File: src/rtl/afe_seq_pkg.sv
// Shared types and constants for the AFE readout sequencer.
package afe_seq_pkg;

   localparam int TMR_W = 16;
   localparam int CH_W  = 6;

   localparam logic [15:0] TIMEOUT_FILL = 16'hFFFF;

   typedef enum logic [3:0] {
      ST_IDLE   = 4'd0,
      ST_IRST   = 4'd1,
      ST_SHR    = 4'd2,
      ST_INTG   = 4'd3,
      ST_SHS    = 4'd4,
      ST_CLK_HI = 4'd5,
      ST_CLK_LO = 4'd6,
      ST_SETTLE = 4'd7,
      ST_CONV   = 4'd8,
      ST_WAIT   = 4'd9,
      ST_DONE   = 4'd10
   } seq_state_t;

endpackage

File: src/rtl/afe_readout_seq_if.sv
// Bundle of the AFE strobes, ADS handshake and pixel output of the sequencer.
interface afe_readout_seq_if;

   logic        ADS_INIT_OK;
   logic        FRAME_START;
   logic        AFE_IRST;
   logic        AFE_SHR;
   logic        AFE_INTG;
   logic        AFE_SHS;
   logic        AFE_CLK;
   logic        CONV_REQ;
   logic        ADS_AVLAID;
   logic [15:0] ADS_ADATA;
   logic        PIX_VALID;
   logic [15:0] PIX_DATA;
   logic [5:0]  PIX_CH;
   logic        SEQ_BUSY;
   logic        FRAME_DONE;
   logic        ERR_TIMEOUT;
   logic        ERR_ABORT;

   // sequencer side
   modport master (
      input  ADS_INIT_OK, FRAME_START, ADS_AVLAID, ADS_ADATA,
      output AFE_IRST, AFE_SHR, AFE_INTG, AFE_SHS, AFE_CLK, CONV_REQ,
             PIX_VALID, PIX_DATA, PIX_CH, SEQ_BUSY, FRAME_DONE,
             ERR_TIMEOUT, ERR_ABORT
   );

   // AFE / ADS / pixel consumer side
   modport slave (
      output ADS_INIT_OK, FRAME_START, ADS_AVLAID, ADS_ADATA,
      input  AFE_IRST, AFE_SHR, AFE_INTG, AFE_SHS, AFE_CLK, CONV_REQ,
             PIX_VALID, PIX_DATA, PIX_CH, SEQ_BUSY, FRAME_DONE,
             ERR_TIMEOUT, ERR_ABORT
   );

endinterface

File: src/rtl/afe_readout_seq_timer.sv
// Loadable down-counter; holds at zero and flags it.
module seq_timer
   import afe_seq_pkg::*;
(
   input  logic             clk_sys,
   input  logic             rst_n,
   input  logic             load,
   input  logic [TMR_W-1:0] load_val,
   output logic             zero
);

   logic [TMR_W-1:0] cnt;

   // load on state entry, otherwise count down to zero and stop
   always_ff @(posedge clk_sys or negedge rst_n) begin
      if (!rst_n)
         cnt <= '0;
      else if (load)
         cnt <= load_val;
      else if (cnt != '0)
         cnt <= cnt - 1'b1;
   end

   assign zero = (cnt == '0);

endmodule

File: src/rtl/afe_readout_seq.sv
// AFE frame sequencer: integrate/sample strobes, per-channel AFE clocking,
// ADS conversion handshake and tagged pixel output.
//
//   state     | meaning
//   ----------+---------------------------------------------
//   IDLE      | waiting for FRAME_START with ADS_INIT_OK
//   IRST      | AFE integrator reset (IRST_CYC)
//   SHR       | sample reset level (SH_CYC)
//   INTG      | integrate (INTG_CYC)
//   SHS       | sample signal level (SH_CYC)
//   CLK_HI    | AFE_CLK high (CLK_HALF)
//   CLK_LO    | AFE_CLK low (CLK_HALF)
//   SETTLE    | analog output settle (SETTLE_CYC)
//   CONV      | one-cycle ADS conversion request
//   WAIT      | wait for ADS data, up to CONV_TIMEOUT cycles
//   DONE      | one-cycle frame end
module afe_readout_seq
   import afe_seq_pkg::*;
#(
   parameter int CH_NUM       = 64,
   parameter int IRST_CYC     = 100,
   parameter int SH_CYC       = 20,
   parameter int INTG_CYC     = 10000,
   parameter int CLK_HALF     = 10,
   parameter int SETTLE_CYC   = 20,
   parameter int CONV_TIMEOUT = 255
)
(
   input  logic               CLK_100M,
   input  logic               CLK_RST,
   afe_readout_seq_if.master  bus
);

   seq_state_t        state, nxt;
   logic [CH_W-1:0]   ch;
   logic              ch_inc;
   logic              pix_take;
   logic              pix_fill;
   logic              abort;
   logic              t_load;
   logic [TMR_W-1:0]  t_val;
   logic              t_zero;
   logic              last_ch;

   // timer reload value for a state is its duration minus one
   function automatic logic [TMR_W-1:0] dur_of(input seq_state_t s);
      case (s)
         ST_IRST:             dur_of = TMR_W'(IRST_CYC - 1);
         ST_SHR, ST_SHS:      dur_of = TMR_W'(SH_CYC - 1);
         ST_INTG:             dur_of = TMR_W'(INTG_CYC - 1);
         ST_CLK_HI, ST_CLK_LO: dur_of = TMR_W'(CLK_HALF - 1);
         ST_SETTLE:           dur_of = TMR_W'(SETTLE_CYC - 1);
         ST_WAIT:             dur_of = TMR_W'(CONV_TIMEOUT - 1);
         default:             dur_of = '0;
      endcase
   endfunction

   assign last_ch = (ch == CH_W'(CH_NUM - 1));
   assign t_load  = (nxt != state);
   assign t_val   = dur_of(nxt);

   seq_timer u_timer (
      .clk_sys  (CLK_100M),
      .rst_n    (CLK_RST),
      .load     (t_load),
      .load_val (t_val),
      .zero     (t_zero)
   );

   // state register
   always_ff @(posedge CLK_100M or negedge CLK_RST) begin
      if (!CLK_RST)
         state <= ST_IDLE;
      else
         state <= nxt;
   end

   // next-state decode; losing ADS_INIT_OK mid-frame overrides everything
   always_comb begin
      nxt      = state;
      ch_inc   = 1'b0;
      pix_take = 1'b0;
      pix_fill = 1'b0;
      abort    = 1'b0;
      if (state != ST_IDLE && !bus.ADS_INIT_OK) begin
         nxt   = ST_IDLE;
         abort = 1'b1;
      end else begin
         case (state)
            ST_IDLE:   if (bus.FRAME_START && bus.ADS_INIT_OK) nxt = ST_IRST;
            ST_IRST:   if (t_zero) nxt = ST_SHR;
            ST_SHR:    if (t_zero) nxt = ST_INTG;
            ST_INTG:   if (t_zero) nxt = ST_SHS;
            ST_SHS:    if (t_zero) nxt = ST_CLK_HI;
            ST_CLK_HI: if (t_zero) nxt = ST_CLK_LO;
            ST_CLK_LO: if (t_zero) nxt = ST_SETTLE;
            ST_SETTLE: if (t_zero) nxt = ST_CONV;
            ST_CONV:   nxt = ST_WAIT;
            ST_WAIT: begin
               // data on the last timeout cycle still counts as data
               if (bus.ADS_AVLAID || t_zero) begin
                  pix_take = 1'b1;
                  pix_fill = !bus.ADS_AVLAID;
                  if (last_ch) begin
                     nxt = ST_DONE;
                  end else begin
                     nxt    = ST_CLK_HI;
                     ch_inc = 1'b1;
                  end
               end
            end
            ST_DONE:   nxt = ST_IDLE;
            default:   nxt = ST_IDLE;
         endcase
      end
   end

   // channel index, cleared whenever idle
   always_ff @(posedge CLK_100M or negedge CLK_RST) begin
      if (!CLK_RST)
         ch <= '0;
      else if (state == ST_IDLE)
         ch <= '0;
      else if (ch_inc)
         ch <= ch + 1'b1;
   end

   // registered Moore strobes decoded from the next state, plus pixel/error pulses
   always_ff @(posedge CLK_100M or negedge CLK_RST) begin
      if (!CLK_RST) begin
         bus.AFE_IRST    <= 1'b0;
         bus.AFE_SHR     <= 1'b0;
         bus.AFE_INTG    <= 1'b0;
         bus.AFE_SHS     <= 1'b0;
         bus.AFE_CLK     <= 1'b0;
         bus.CONV_REQ    <= 1'b0;
         bus.SEQ_BUSY    <= 1'b0;
         bus.FRAME_DONE  <= 1'b0;
         bus.PIX_VALID   <= 1'b0;
         bus.PIX_DATA    <= '0;
         bus.PIX_CH      <= '0;
         bus.ERR_TIMEOUT <= 1'b0;
         bus.ERR_ABORT   <= 1'b0;
      end else begin
         bus.AFE_IRST    <= (nxt == ST_IRST);
         bus.AFE_SHR     <= (nxt == ST_SHR);
         bus.AFE_INTG    <= (nxt == ST_INTG);
         bus.AFE_SHS     <= (nxt == ST_SHS);
         bus.AFE_CLK     <= (nxt == ST_CLK_HI);
         bus.CONV_REQ    <= (nxt == ST_CONV);
         bus.SEQ_BUSY    <= (nxt != ST_IDLE);
         bus.FRAME_DONE  <= (nxt == ST_DONE);
         bus.PIX_VALID   <= pix_take;
         bus.ERR_TIMEOUT <= pix_fill;
         bus.ERR_ABORT   <= abort;
         if (pix_take) begin
            bus.PIX_DATA <= pix_fill ? TIMEOUT_FILL : bus.ADS_ADATA;
            bus.PIX_CH   <= ch;
         end
      end
   end

endmodule

File: src/flat_wrapper.sv
// flat-port wrapper written by rule: the top's interface ports become plain ports
module afe_readout_seq_flat import afe_seq_pkg::*;
#(
   parameter int CH_NUM       = 64,
   parameter int IRST_CYC     = 100,
   parameter int SH_CYC       = 20,
   parameter int INTG_CYC     = 10000,
   parameter int CLK_HALF     = 10,
   parameter int SETTLE_CYC   = 20,
   parameter int CONV_TIMEOUT = 255
)
  (CLK_100M, CLK_RST, bus_ADS_INIT_OK, bus_FRAME_START, bus_ADS_AVLAID, bus_ADS_ADATA, bus_AFE_IRST, bus_AFE_SHR, bus_AFE_INTG, bus_AFE_SHS, bus_AFE_CLK, bus_CONV_REQ, bus_PIX_VALID, bus_PIX_DATA, bus_PIX_CH, bus_SEQ_BUSY, bus_FRAME_DONE, bus_ERR_TIMEOUT, bus_ERR_ABORT);
  afe_readout_seq_if bus_i ();
  input  logic CLK_100M;
  input  logic CLK_RST;
  input wire logic [$bits(bus_i.ADS_INIT_OK)-1:0] bus_ADS_INIT_OK;
  input wire logic [$bits(bus_i.FRAME_START)-1:0] bus_FRAME_START;
  input wire logic [$bits(bus_i.ADS_AVLAID)-1:0] bus_ADS_AVLAID;
  input wire logic [$bits(bus_i.ADS_ADATA)-1:0] bus_ADS_ADATA;
  output wire logic [$bits(bus_i.AFE_IRST)-1:0] bus_AFE_IRST;
  output wire logic [$bits(bus_i.AFE_SHR)-1:0] bus_AFE_SHR;
  output wire logic [$bits(bus_i.AFE_INTG)-1:0] bus_AFE_INTG;
  output wire logic [$bits(bus_i.AFE_SHS)-1:0] bus_AFE_SHS;
  output wire logic [$bits(bus_i.AFE_CLK)-1:0] bus_AFE_CLK;
  output wire logic [$bits(bus_i.CONV_REQ)-1:0] bus_CONV_REQ;
  output wire logic [$bits(bus_i.PIX_VALID)-1:0] bus_PIX_VALID;
  output wire logic [$bits(bus_i.PIX_DATA)-1:0] bus_PIX_DATA;
  output wire logic [$bits(bus_i.PIX_CH)-1:0] bus_PIX_CH;
  output wire logic [$bits(bus_i.SEQ_BUSY)-1:0] bus_SEQ_BUSY;
  output wire logic [$bits(bus_i.FRAME_DONE)-1:0] bus_FRAME_DONE;
  output wire logic [$bits(bus_i.ERR_TIMEOUT)-1:0] bus_ERR_TIMEOUT;
  output wire logic [$bits(bus_i.ERR_ABORT)-1:0] bus_ERR_ABORT;
  assign bus_i.ADS_INIT_OK = bus_ADS_INIT_OK;
  assign bus_i.FRAME_START = bus_FRAME_START;
  assign bus_i.ADS_AVLAID = bus_ADS_AVLAID;
  assign bus_i.ADS_ADATA = bus_ADS_ADATA;
  assign bus_AFE_IRST = bus_i.AFE_IRST;
  assign bus_AFE_SHR = bus_i.AFE_SHR;
  assign bus_AFE_INTG = bus_i.AFE_INTG;
  assign bus_AFE_SHS = bus_i.AFE_SHS;
  assign bus_AFE_CLK = bus_i.AFE_CLK;
  assign bus_CONV_REQ = bus_i.CONV_REQ;
  assign bus_PIX_VALID = bus_i.PIX_VALID;
  assign bus_PIX_DATA = bus_i.PIX_DATA;
  assign bus_PIX_CH = bus_i.PIX_CH;
  assign bus_SEQ_BUSY = bus_i.SEQ_BUSY;
  assign bus_FRAME_DONE = bus_i.FRAME_DONE;
  assign bus_ERR_TIMEOUT = bus_i.ERR_TIMEOUT;
  assign bus_ERR_ABORT = bus_i.ERR_ABORT;
  afe_readout_seq #(.CH_NUM(CH_NUM), .IRST_CYC(IRST_CYC), .SH_CYC(SH_CYC), .INTG_CYC(INTG_CYC), .CLK_HALF(CLK_HALF), .SETTLE_CYC(SETTLE_CYC), .CONV_TIMEOUT(CONV_TIMEOUT)) u_core (.CLK_100M(CLK_100M), .CLK_RST(CLK_RST), .bus(bus_i));
endmodule
File: config.mk
export PLATFORM = sky130hd
export DESIGN_NAME = afe_readout_seq_flat
export DESIGN_NICKNAME = d
export VERILOG_FILES = /design/src/rtl/afe_seq_pkg.sv /design/src/rtl/afe_readout_seq_if.sv /design/src/rtl/afe_readout_seq_timer.sv /design/src/rtl/afe_readout_seq.sv /design/src/flat_wrapper.sv
export SDC_FILE = /design/constraint.sdc
export NUM_CORES = 1
export LEC_CHECK = 0
export CAP_MARGIN = 20
export CELL_PAD_IN_SITES_DETAIL_PLACEMENT = 1
export CELL_PAD_IN_SITES_GLOBAL_PLACEMENT = 1
export CORE_UTILIZATION = 41
export DETAILED_ROUTE_END_ITERATION = 7
export GPL_TIMING_DRIVEN = 0
export PLACE_DENSITY_LB_ADDON = 0.1
export SETUP_SLACK_MARGIN = 0.5
export SYNTH_ARGS = -nofsm -noshare
export SYNTH_HDL_FRONTEND = slang
export SYNTH_SLANG_ARGS = --single-unit
File: constraint.sdc
create_clock -name CLK_100M -period 4.7 [get_ports CLK_100M]
set_clock_uncertainty 0.15 [all_clocks]
set_input_delay 0.705 -clock CLK_100M [delete_from_list [all_inputs] [get_ports CLK_100M]]
set_output_delay 0.705 -clock CLK_100M [all_outputs]
set_load 0.02 [all_outputs]
### After elaboration in Yosys (flattened, before gate mapping)

Memories as Yosys holds them, arrays and structs flattened.
Cells that the tools add are included.

| word-level totals | value |
|---|---|
| flip-flop bits (word level) | 59 |
| memory bits (read-only) | 192 |
| bits of input ports | 21 |
| output and inout port bits | 33 |
| logic and storage cells | 77 |
| memories kept | 1 |

Memories:

| name | depth | width | rd ports | clocked after Yosys merged registers in | wr ports | line | RTL |
|---|---|---|---|---|---|---|---|
| (no name shown) | 16 | 12 | 1 | 0 | 0 | afe_readout_seq.sv:47 | `case (s)` |

| cells by class | value |
|---|---|
| $add $sub $neg | 2 |
| eq/ne operators | 18 |
| muxes and demuxes | 28 |
| reduce and logical (&&, ||, !) cells | 12 |

Operator list:

| cell | number |
|---|---|
| two-way mux 16 bit | 3 |
| two-way mux 4 bit | 11 |
| case mux 4 bit (10 select lines) | 1 |
| == test 4 x 3 -> 1 bit (second input constant) | 6 |
| == test 4 x 2 -> 1 bit (second input constant) | 4 |
| == test 4 bit (second input constant) | 4 |
| zero test 16 bit | 1 |
| nonzero test 16 bit | 1 |
| subtractor 16 x 1 -> 16 bit (second input constant) | 1 |
| two-way mux 6 bit | 2 |
| two-way mux 1 bit | 11 |
| == test 4 x 1 -> 1 bit (second input constant) | 2 |
| nonzero test 4 bit | 2 |
| adder 6 x 1 -> 6 bit (second input constant) | 1 |
| == test 6 bit (second input constant) | 1 |
| zero test 4 bit | 1 |
| != test 4 bit | 1 |
| nonzero test 2 bit | 2 |
| logical AND 1 bit | 2 |
| zero test 1 bit | 2 |
| logical OR 1 bit | 1 |

### Longest topological paths before layout

Gate-level depths: netlist of run 1.

| depth | value |
|---|---|
| depth in word-level cells | 7 |
| mapped depth | 14 |
| depth with buffers taken out | 12 |

### By module

From an unflattened synthesis of run 1, not the netlist that was laid out.

| unflattened totals | value |
|---|---|
| cell total of the unflattened synthesis | 332 |
| area, all modules | 3139.3 µm² |

Modules (own cells, without submodules):

| module | times used | cells an instance | area each (µm²) | sequential area each (µm²) |
|---|---|---|---|---|
| afe_readout_seq | 1 | 228 | 2133.3 | 1076.0 |
| seq_timer | 1 | 104 | 1006.0 | 400.4 |

### Least setup slack after synthesis of run 1

OpenSTA, ideal clock, no wires.

| timing path | value |
|---|---|
| path type | register to register |
| start point | register u_core.u_timer.cnt[0] |
| end point | register u_core.u_timer.cnt[4] |
| setup time | 0.127 ns |
| arrival | 3.297 ns |
| data required time | 4.423 ns |
| path slack | 1.125 ns |
| stages on the path, launching flop included | 14 |
| path buffers | 2 |
| period minus slack after synthesis | 3.575 ns |
| path through | dfrtp_1 inv_1 ha_1 or4b_1 buf_2 or4_1 buf_4 and3_1 o31ai_1 inv_1 ha_1 and2_1 a211oi_1 a21oi_1 |

| on the way | value |
|---|---|
| word-level cells in the longest chain between the ends | 7 |
| elaborated cells on any way between the ends | 19 |
| classes of those cells | 1 x add/sub; 1 x eq/ne; 12 x mux; 4 x reduce/logical; 1 x memory |

Ends and longest elaborated chain:

| element | line | RTL |
|---|---|---|
| start, declared | afe_readout_seq_timer.sv:12 | `logic [TMR_W-1:0] cnt;` |
| start signal, assigned | afe_readout_seq_timer.sv:19 | `cnt <= load_val;` |
| start signal, assigned | afe_readout_seq_timer.sv:21 | `cnt <= cnt - 1'b1;` |
| zero test 16 bit (*) | afe_readout_seq_timer.sv:24 | `assign zero = (cnt == '0);` |
| logical OR 1 bit | afe_readout_seq.sv:101 | `if (bus.ADS_AVLAID \|\| t_zero) begin` |
| two-way mux 4 bit | afe_readout_seq.sv:101 |  |
| case mux 4 bit (10 select lines) (*) | afe_readout_seq.sv:89 | `case (state)` |
| two-way mux 4 bit (*) | afe_readout_seq.sv:85 | `if (state != ST_IDLE && !bus.ADS_INIT_OK) begin` |
| net u_core.nxt[0] | afe_readout_seq.sv:34 | `seq_state_t state, nxt;` |
| memory read (16 x 12 bit) / != test 4 bit (equally long branches) | n/a |  |
| two-way mux 16 bit / nonzero test 2 bit (equally long branches) | n/a |  |

Mark *: on every way through the listed nets, which the timed path passes. The rest lies on a longest branch. The select of a mux whose other input is x is not followed.
A chain may end at the register's enable or synchronous reset.

### Final worst setup path of run 1

Ends and elaborated chain as after synthesis.

==> flow_summary.ini, run 1 <==
[layout]
drive_above_1_share_pct = 13.1
area_growth_pct = 30.0
design_area_um2 = 3800
antenna_cells = 0
nNetsFinal = 367

[drt]
drtPass1Iterations = 4
vias_per_cell = 5.30
wirelength_um = 7100
ant_nets = 0
drtIter0Drc = 87
wl_per_cell_um = 16.2
drc_errors = 0
vias = 2325

[floorplan]
rows = 30
io_pins = 54
chipWidth_um = 86.4
dieHeight_um = 86.4
fp.dieArea_um2 = 7470
start_util_pct = 42.8
core-area_um2 = 6830

[synthesis]
synth_area_um2 = 2920
async_reset_ff_share_pct = 100
synth.net_count = 302
yosysWarningCount = 0
synth_edf_count = 0
netlist.top_cell.by_area = dfrtp_1
synth_cell_types = 52
yosys_most_used_dff = dfrtp_1
synth_seq_cells = 59
synth_top_area_share_pct = 50.5
syn_inst = 274
ys_seq_area_share_pct = 50.5
avgSynthCellArea_um2 = 10.7
ys_top_cells_by_area = dfrtp_1, o22a_1, xnor2_1

[worst_hold_path]
hold_path.class = in -> async

[global_routing]
grt_usage_pct = 21.1
grt_max_degree = 33
grt_antenna_before_repair = 0
gr-total-overflow = 0
grt_pass1_vias = 2412
grt_pass1_wl_um = 12100

[clocking]
post_cts_buffers = 0
cts_tree = done
cts-htree-levels = 3
cts_buffers = 9
holdBufCountCts = 0
ctsLongestPathBuffers = 2
clkSinkCount = 59
clk_pin_slew_worst_paths_ps = 60
root_buffer = clkbuf_8
clk_latency_ps = 330

[sta]
setup_viol = 0
tightest_slew_ps = 684
fmax_mhz = 255
hold_violations = 0
slew_viol_final = 0
rsz0062_at_grt = false
fin_setup_tns_ps = 0
relSlewSlack_pct = 54.1
fin_crit_sh_pct = 83.5
finalCriticalPeriod_ps = 3920

[critical_path]
slowest_stage = or4_1
cp-start-kind = register
cp_num_cells = 13
critPathKind = reg -> reg
ff2ff_path_depth = 13
crit_arrival_ps = 3970
worst_setup_path_end_kind = register
critPathTopFamily = simple AND/OR/NAND/NOR gates
worstPathMaxFanout = 10
cp.required_ps = 4750
crit_chain = inv_1 > ha_1 > or4b_1 > buf_2 > or4_1 > buf_4 > and3_1 > o31ai_4 > inv_1 > ha_1 > and2_1 > a211oi_1 > a21oi_1
max_stage_delay_ps = 520
path_buf_inv = 4

[run]
drv_cap = 0

[placed_design]
gp_congestion = 0.826
postPlaceCellArea_um2 = 3590
place.port_buffers = 53
dpl.hpwl_um = 5120

[outcome]
status = complete, no violations

[power_and_ir_drop]
max-vdd-ir-drop_mv = 0.236
powerDensity_nw_per_um2 = 453
power.leakage_nw = 1.63
==> report_power, final <==
group	switching, mW	internal, mW	total [mW]
clock network	0.188	0.260	0.447
registers	0.0714	0.589	0.660
logic	0.360	0.251	0.612
==> final cells by class <==
class / count / area, um^2
well taps: 96 / 120
inverters: 9 / 36.3
clock buffers: 14 / 193
flip-flops and latches: 59 / 1480
clock inverters: 1 / 5.00
fillers: 769 / 3030
multi-input cells: 194 / 1370
repair buffers: 54 / 546
plain buffers: 12 / 56.3
==> kinds of logic (layout without fill, tap and decap cells) <==
logic type	Yosys count	in the layout	share of synthesized area [%]
xor gates and xnor gates	16	16	4.80
muxes	6	6	2.31
and+or+nand+nor	101	101	20.0
DFF	59	59	50.5
AOI/OAI and AO/OA	63	63	15.8
buffers and inverters	21	90	3.17
adders and majority gates	8	8	3.34
==> cell usage after synthesis (all sizes together), types with 2 or more instances <==
cell type and instances:
and2 8, o22a 16, o21ai 15, clkbuf 7, dfrtp 59, o31ai 3, nor3 12, or2 2
nor2 22, nand3 11, buf 5, or4 5, or4b 2, nand2 18, a31oi 2, nor3b 2
nor4 4, xnor2 11, a32oi 2, mux2 6, or3 6, inv 9, xor2 5, nand2b 2
a211oi 3, a21oi 13, and3 2, ha 7, a41oi 2
==> sequential cells by signal, indices dropped and copies added (netlist names) <==
| register | flops |
|---|---|
| u_core.bus.ERR_ABORT | 1 |
| u_core.ch | 6 |
| u_core.bus.AFE_SHR | 1 |
| u_core.bus.FRAME_DONE | 1 |
| u_core.bus.SEQ_BUSY | 1 |
| u_core.bus.PIX_VALID | 1 |
| u_core.bus.CONV_REQ | 1 |
| u_core.bus.AFE_SHS | 1 |
| u_core.bus.AFE_INTG | 1 |
| u_core.bus.AFE_IRST | 1 |
| u_core.bus.AFE_CLK | 1 |
| u_core.bus.PIX_DATA | 16 |
| u_core.bus.PIX_CH | 6 |
| u_core.bus.ERR_TIMEOUT | 1 |
| u_core.u_timer.cnt | 16 |
| u_core.state | 4 |
==> per-layer routing <==
metal  wire (um)  track usage, %
met1        3180            26.2
met2        3570            36.6
met3         276            5.14
met4          66            5.61
met5           0               0
==> path summary, 6_finish.rpt <==
check | startpoint | endpoint | slack (ps)
setup reg to reg | u_core.u_timer.cnt[0] | u_core.u_timer.cnt[4] | 780
min in group CLK_100M | u_core.bus.PIX_CH[1] | u_core.bus.PIX_CH[1] | 350
max in group asynchronous | CLK_RST | u_core.u_timer.cnt[10] | 3540
hold reg to reg | u_core.bus.PIX_CH[1] | u_core.bus.PIX_CH[1] | 350
setup / recovery | u_core.u_timer.cnt[0] | u_core.u_timer.cnt[4] | 780
hold / removal | CLK_RST | u_core.ch[3] | 250
==> placed cells by master, fill, tap and decap left out, types with 2 or more instances in the layout <==
cell type        netlist  final
nor3_2                 2      2
clkbuf_8               0     14
xnor2_1               11     11
nor3_1                10     10
or2_2                  2      2
nor2_1                21     21
a41oi_1                2      2
a211oi_1               3      3
dfrtp_1               59     59
buf_2                  3      4
nand2_1               17     17
nand3_1               11     11
or3_1                  6      6
or4_1                  5      5
nor4_1                 3      3
mux2_2                 6      6
a31oi_1                2      2
buf_4                  2      2
clkdlybuf4s50_1        0     52
nand2b_1               2      2
and3_1                 2      2
o22a_1                16     16
ha_1                   7      7
a21oi_1               12     12
inv_1                  8      8
and2_1                 8      8
xor2_1                 5      5
o31ai_4                1      2
a32oi_1                2      2
o21ai_0               15     15
clkbuf_1               7      7
==> per-stage QoR <==
| step | setup slack, ps | hold WS, ps | utilization [%] | power (mW) | std cells |
|---|---|---|---|---|---|
| 3_5_place_dp | 459 | 345 | 52.5 | 1.27 | 424 |
| 2_1_floorplan | 1130 | 259 | - | 1.08 | 274 |
| 5_1_grt | 525 | 310 | 55.6 | 1.85 | 439 |
| 6_report | 778 | 252 | 55.6 | 1.72 | 439 |
| 4_1_cts | 629 | 268 | 55.5 | 1.73 | 439 |
| 3_3_place_gp | 564 | 340 | 52.3 | 1.25 | 423 |
==> what timing repair did <==
item | CTS | global route
gates resized for setup | 1 | 1
endpoints found under the setup margin | 1 | 1
pin swaps | 0 | 0
cloned | 0 | 0
(Power assumes the default switching activity.)
==> inputs of run 2 (changes only) <==
Settings changed: CORE_UTILIZATION 41 to 37.
Clock period 4.7 ns to 3.3 ns, I/O delays scaled along.
==> run 2 against run 1 <==
- core utilization is 5.2 points higher
- largest power group is now combinational cells
- hold slack gained 110 ps
- sequential cell count stayed put
- largest cell class is now multi-input gates
- register-to-register slack lost 810 ps
- the run now ends with setup timing left
- total power increased by 85%
- clock-buffer cell count shrank 2
- critical path depth is 1 higher
==> flow_summary.ini, run 2 (synthesis gave the netlist of run 1 again) <==
[outcome]
status = finished with violations
violations = setup timing

[sta]
setup_viol = 1
finalCriticalPeriod_ps = 3330
setup_ws_ps = -28.8
relSlewSlack_pct = 47.1
tightest_slew_ps = 787
hold_violations = 0
fmax_mhz = 300
fin_crit_sh_pct = 101
rsz0062_at_grt = true
slew_viol_final = 0

[critical_path]
worst_setup_path_end_kind = register
critPathKind = reg -> reg
reg2reg_from = u_core.u_timer.cnt[0]
cp-start-kind = register
crit_arrival_ps = 3390
slowest_stage = or4b_4
worstPathMaxFanout = 4
cp-startpoint = u_core.u_timer.cnt[0]
crit_top_cell = ha_4
crit_chain = inv_2 > ha_4 > or4b_4 > buf_6 > or4_4 > buf_8 > o21ai_4 > and3_4 > o31ai_4 > buf_4 > ha_4 > nor2_2 > a211oi_2 > a21oi_1
cp.required_ps = 3360
max_stage_delay_ps = 450

[clocking]
cts-htree-levels = 3
root_buffer = clkbuf_8
cts_buffers = 9
cts_tree = done
clk_pin_slew_worst_paths_ps = 70
ctsLongestPathBuffers = 2
clk_latency_ps = 350
clkSinkCount = 59

[drt]
ant_nets = 0
drtIter0Drc = 86
vias = 2556
drc_errors = 0
vias_per_cell = 5.18
wirelength_um = 8730
drtPass1Iterations = 4
wl_per_cell_um = 17.7

[placed_design]
place_ws_ps = -70.4
gp_congestion = 0.785
dpl.hpwl_um = 5120
place.port_buffers = 53

[layout]
area_growth_pct = 59.9
fin_util_pct = 60.8
regArea_um2 = 1480
mostFrequentLayoutCells = dfrtp_1, clkdlybuf4s50_1, buf_4
multiInputGateArea_um2 = 1730
antenna_cells = 0
nNetsFinal = 414
layout_commonest_cell = dfrtp_1
nFillCells = 814
drive_above_1_share_pct = 36.8
reg_top3 = u_core.bus.PIX_DATA (16), u_core.u_timer.cnt (16)

[worst_hold_path]
hold_path.class = reg -> reg
min_from = u_core.bus.PIX_DATA[15]

[power_and_ir_drop]
power_frac_seq_pct = 30.0
max-vdd-ir-drop_mv = 0.387
internal_power_mw = 1.99
power_frac_comb_pct = 48.6
powerDensity_nw_per_um2 = 680
power.leakage_nw = 1.97
p_total_mw = 3.18
switchingPower_mw = 1.19
clkPwrFrac_pct = 21.4
switching_share_pct = 37.3

[run]
drv_cap = 0

[floorplan]
dieHeight_um = 90.9
io_pins = 54
rows = 32
chipWidth_um = 90.9
start_util_pct = 38.0
core-area_um2 = 7690
fp.dieArea_um2 = 8260

[global_routing]
grt_antenna_before_repair = 0
gr-total-overflow = 0
grt_pass1_wl_um = 13700
grt_max_degree = 36
grt_usage_pct = 21.3
grt_pass1_vias = 2715
[run 2: per-stage QoR]
step	TNS, ps	area, um^2	hold slack, ps	instances
2_1_floorplan	0	3030	49.4	274
3_3_place_gp	-24590	3690	339	429
3_5_place_dp	-391	3700	350	430
4_1_cts	0	4300	365	479
5_1_grt	-182	4670	377	493
6_report	-28.8	4670	363	493
[run 2: per-layer routing]
| metal | up-vias | wire length [um] | GRT usage (%) |
|---|---|---|---|
| met3 | 12 | 218 | 4.46 |
| met5 | - | 0 | 0 |
| met1 | 1285 | 3830 | 26.1 |
| met4 | 0 | 120 | 8.20 |
| li1 | 1219 | - | - |
| met2 | 40 | 4560 | 36.7 |
[run 2: layout make-up]
cell class	instances	share of cell area, %
Timing Repair Buffer	101	21.2
Sequential cell	59	31.6
Inverter	9	1.02
Clock inverter	4	1.04
Tap cell	102	2.73
Buffer	12	2.09
Multi-Input combinational cell	194	37.0
Clock buffer	12	3.32
[run 2: worst paths after layout]
check	to	slack, ps	depth (start not counted)
worst max-delay path	u_core.u_timer.cnt[4]	-30	14
worst min-delay path	u_core.bus.PIX_DATA[15]	360	1
worst max register to register	u_core.u_timer.cnt[4]	-30	14
worst min register to register	u_core.bus.PIX_DATA[15]	360	1
max in group asynchronous	u_core.u_timer.cnt[2]	1860	3
min in group asynchronous	u_core.ch[3]	530	2
[run 2: power by group through the flow]
| stage | logic, mW | registers [mW] | clock network [mW] |
|---|---|---|---|
| after global routing | 1.66 | 0.965 | 0.735 |
| after CTS | 1.28 | 0.941 | 0.695 |
| after detailed placement | 0.968 | 0.956 | 0 |
| after global placement | 0.956 | 0.953 | 0 |
| after floorplan | 0.688 | 0.961 | 0 |
| final | 1.54 | 0.952 | 0.681 |
[run 2: critical path: cells and delay by family (launching register included)]
family,cells,cell delay [ps]
buffers and inverters,4,530
and+or+nand+nor,4,1130
adders and majority gates,2,400
AOI/OAI and AO/OA,4,580
DFF,1,410
[run 2: timing repair]
item / in CTS / in global routing
endpoints found under the setup margin: 41 / 52
buffers inserted: 31 / 13
pin swaps: 15 / 17
hold buffers: 1 / 0
cloned: 1 / 1
endpoints found under the hold margin: 2 / 0
resized for setup: 37 / 56
==> inputs of run 3 (changes only) <==
Settings changed: GPL_TIMING_DRIVEN 0 to unset.
==> run 3 against run 2 <==
- routed wire length decreased by 1.9%
- the run now ends clean
- setup slack improved by 290 ps
- final cell count decreased by 1.4%
- combinational power barely moved
- first-iteration DRC count fell by 20%
- register-to-register slack better by 290 ps
- non-clock buffer count is 7 lower
- largest cell class unchanged
- maximum frequency grew 9.4%
- total power rose by 3.0%
- core utilization shrank 1.8 points
- die area stayed put
==> flow_summary.ini, run 3 (synthesis gave the netlist of run 1 again) <==
[outcome]
status = complete, no violations

[power_and_ir_drop]
powerDensity_nw_per_um2 = 721
switching_share_pct = 36.0
power_frac_comb_pct = 46.1
internal_power_mw = 2.09
switchingPower_mw = 1.18
max-vdd-ir-drop_mv = 0.415
power_frac_seq_pct = 28.7
p_total_mw = 3.27
clkPwrFrac_pct = 25.2
power.leakage_nw = 1.95

[run]
drv_cap = 0

[drt]
ant_nets = 0
vias = 2568
wl_per_cell_um = 17.6
wirelength_um = 8560
vias_per_cell = 5.28
drtPass1Iterations = 4
drc_errors = 0
drtIter0Drc = 69

[placed_design]
place.port_buffers = 53
place_ws_ps = 60.5
dpl.hpwl_um = 5330
gp_congestion = 0.828
postPlaceCellArea_um2 = 3720

[sta]
finalCriticalPeriod_ps = 3040
fin_setup_tns_ps = 0
rsz0062_at_grt = true
relSlewSlack_pct = 38.4
setup_viol = 0
holdWs_ps = 129
fmax_mhz = 329
tightest_slew_ps = 924
hold_violations = 0
slew_viol_final = 0
setup_ws_ps = 257
fin_crit_sh_pct = 92.2

[critical_path]
reg2reg_setup_slack_ps = 260
crit_chain = inv_2 > ha_4 > or4b_4 > or4_4 > o21ai_2 > and3_4 > o31ai_4 > ha_1 > nor2_2 > a211oi_2 > a21oi_1
path_buf_inv = 1
slowest_stage = or4b_4
critPathKind = reg -> reg
ff2ff_path_depth = 11
max_stage_delay_ps = 490
worst_setup_path_end_kind = register
cp-start-kind = register
critPathTopFamily = simple AND/OR/NAND/NOR gates
worstPathMaxFanout = 4
reg2reg_from = u_core.u_timer.cnt[0]
cp.required_ps = 3380
crit_arrival_ps = 3120
worstReg2RegEnd = u_core.u_timer.cnt[4]

[clocking]
clk_latency_ps = 340
root_buffer = clkbuf_8
ctsLongestPathBuffers = 2
cts-htree-levels = 3
cts_tree = done
clk_pin_slew_worst_paths_ps = 80
cts_buffers = 9
clkSinkCount = 59

[global_routing]
grt_antenna_before_repair = 0
gr-total-overflow = 0
grt_pass1_vias = 2584
grt_usage_pct = 20.2
grt_max_degree = 41
grt_pass1_wl_um = 13100

[floorplan]
rows = 32
start_util_pct = 38.0
core-area_um2 = 7690
dieHeight_um = 90.9
chipWidth_um = 90.9
fp.dieArea_um2 = 8260
io_pins = 54

[layout]
area_growth_pct = 55.2
design_area_um2 = 4540
mostFrequentLayoutCells = dfrtp_1, clkdlybuf4s50_1, buf_4
reg_top3 = u_core.bus.PIX_DATA (16), u_core.u_timer.cnt (16)
antenna_cells = 0
nNetsFinal = 407
layout_commonest_cell = dfrtp_1
drive_above_1_share_pct = 36.5

[worst_hold_path]
hold_path.class = in -> async
## run 3: repair_timing
action                     4_1_cts  5_1_grt
cloned                           0        1
hold buffers                     0        0
resized for setup               19       44
setup endpoints to repair       49       34
pin swaps                        9       12
setup buffers                   19       19
## run 3: worst max path at each step
stage	slack, ps	cells past startpoint	endpoint	start
after global placement	60	9	u_core.u_timer.cnt[1]	u_core.u_timer.cnt[11]
final	260	11	u_core.u_timer.cnt[4]	u_core.u_timer.cnt[0]
after floorplan	250	13	u_core.u_timer.cnt[4]	u_core.u_timer.cnt[1]
after CTS	240	10	u_core.u_timer.cnt[1]	u_core.u_timer.cnt[0]
after detailed placement	60	9	u_core.u_timer.cnt[1]	u_core.u_timer.cnt[11]
after global routing	120	13	u_core.u_timer.cnt[9]	u_core.u_timer.cnt[0]
## run 3: power by group through the flow
stage	Sequential (mW)	Clock [mW]	Combinational (mW)
2_1_floorplan	0.961	0	0.688
3_3_place_gp	0.955	0	0.995
3_5_place_dp	0.957	0	1.00
4_1_cts	0.933	0.843	1.25
5_1_grt	0.952	0.872	1.63
6_report	0.937	0.825	1.51
## run 3: layout make-up
class / count / area, um^2
Inverter: 9 / 36.3
Tap cell: 102 / 128
Sequential cell: 59 / 1480
Fill cell: 795 / 3150
Multi-Input combinational cell: 194 / 1640
Timing Repair Buffer: 106 / 1000
Clock inverter: 7 / 125
Clock buffer: 9 / 124
## run 3: through the flow
stage | instances | utilization (%)
floorplan | 274 | -
global placement | 431 | 48.4
detailed placement | 431 | 48.4
CTS | 466 | 54.3
global route | 486 | 59.0
finish | 486 | 59.0
## run 3: layer usage
metal | wire length, um | global-route usage (%) | part of all wire [%]
met4 | 123 | 7.41 | 1.4
met2 | 4400 | 34.6 | 51
met5 | 0 | 0 | 0
met3 | 217 | 3.54 | 2.5
met1 | 3820 | 25.5 | 45
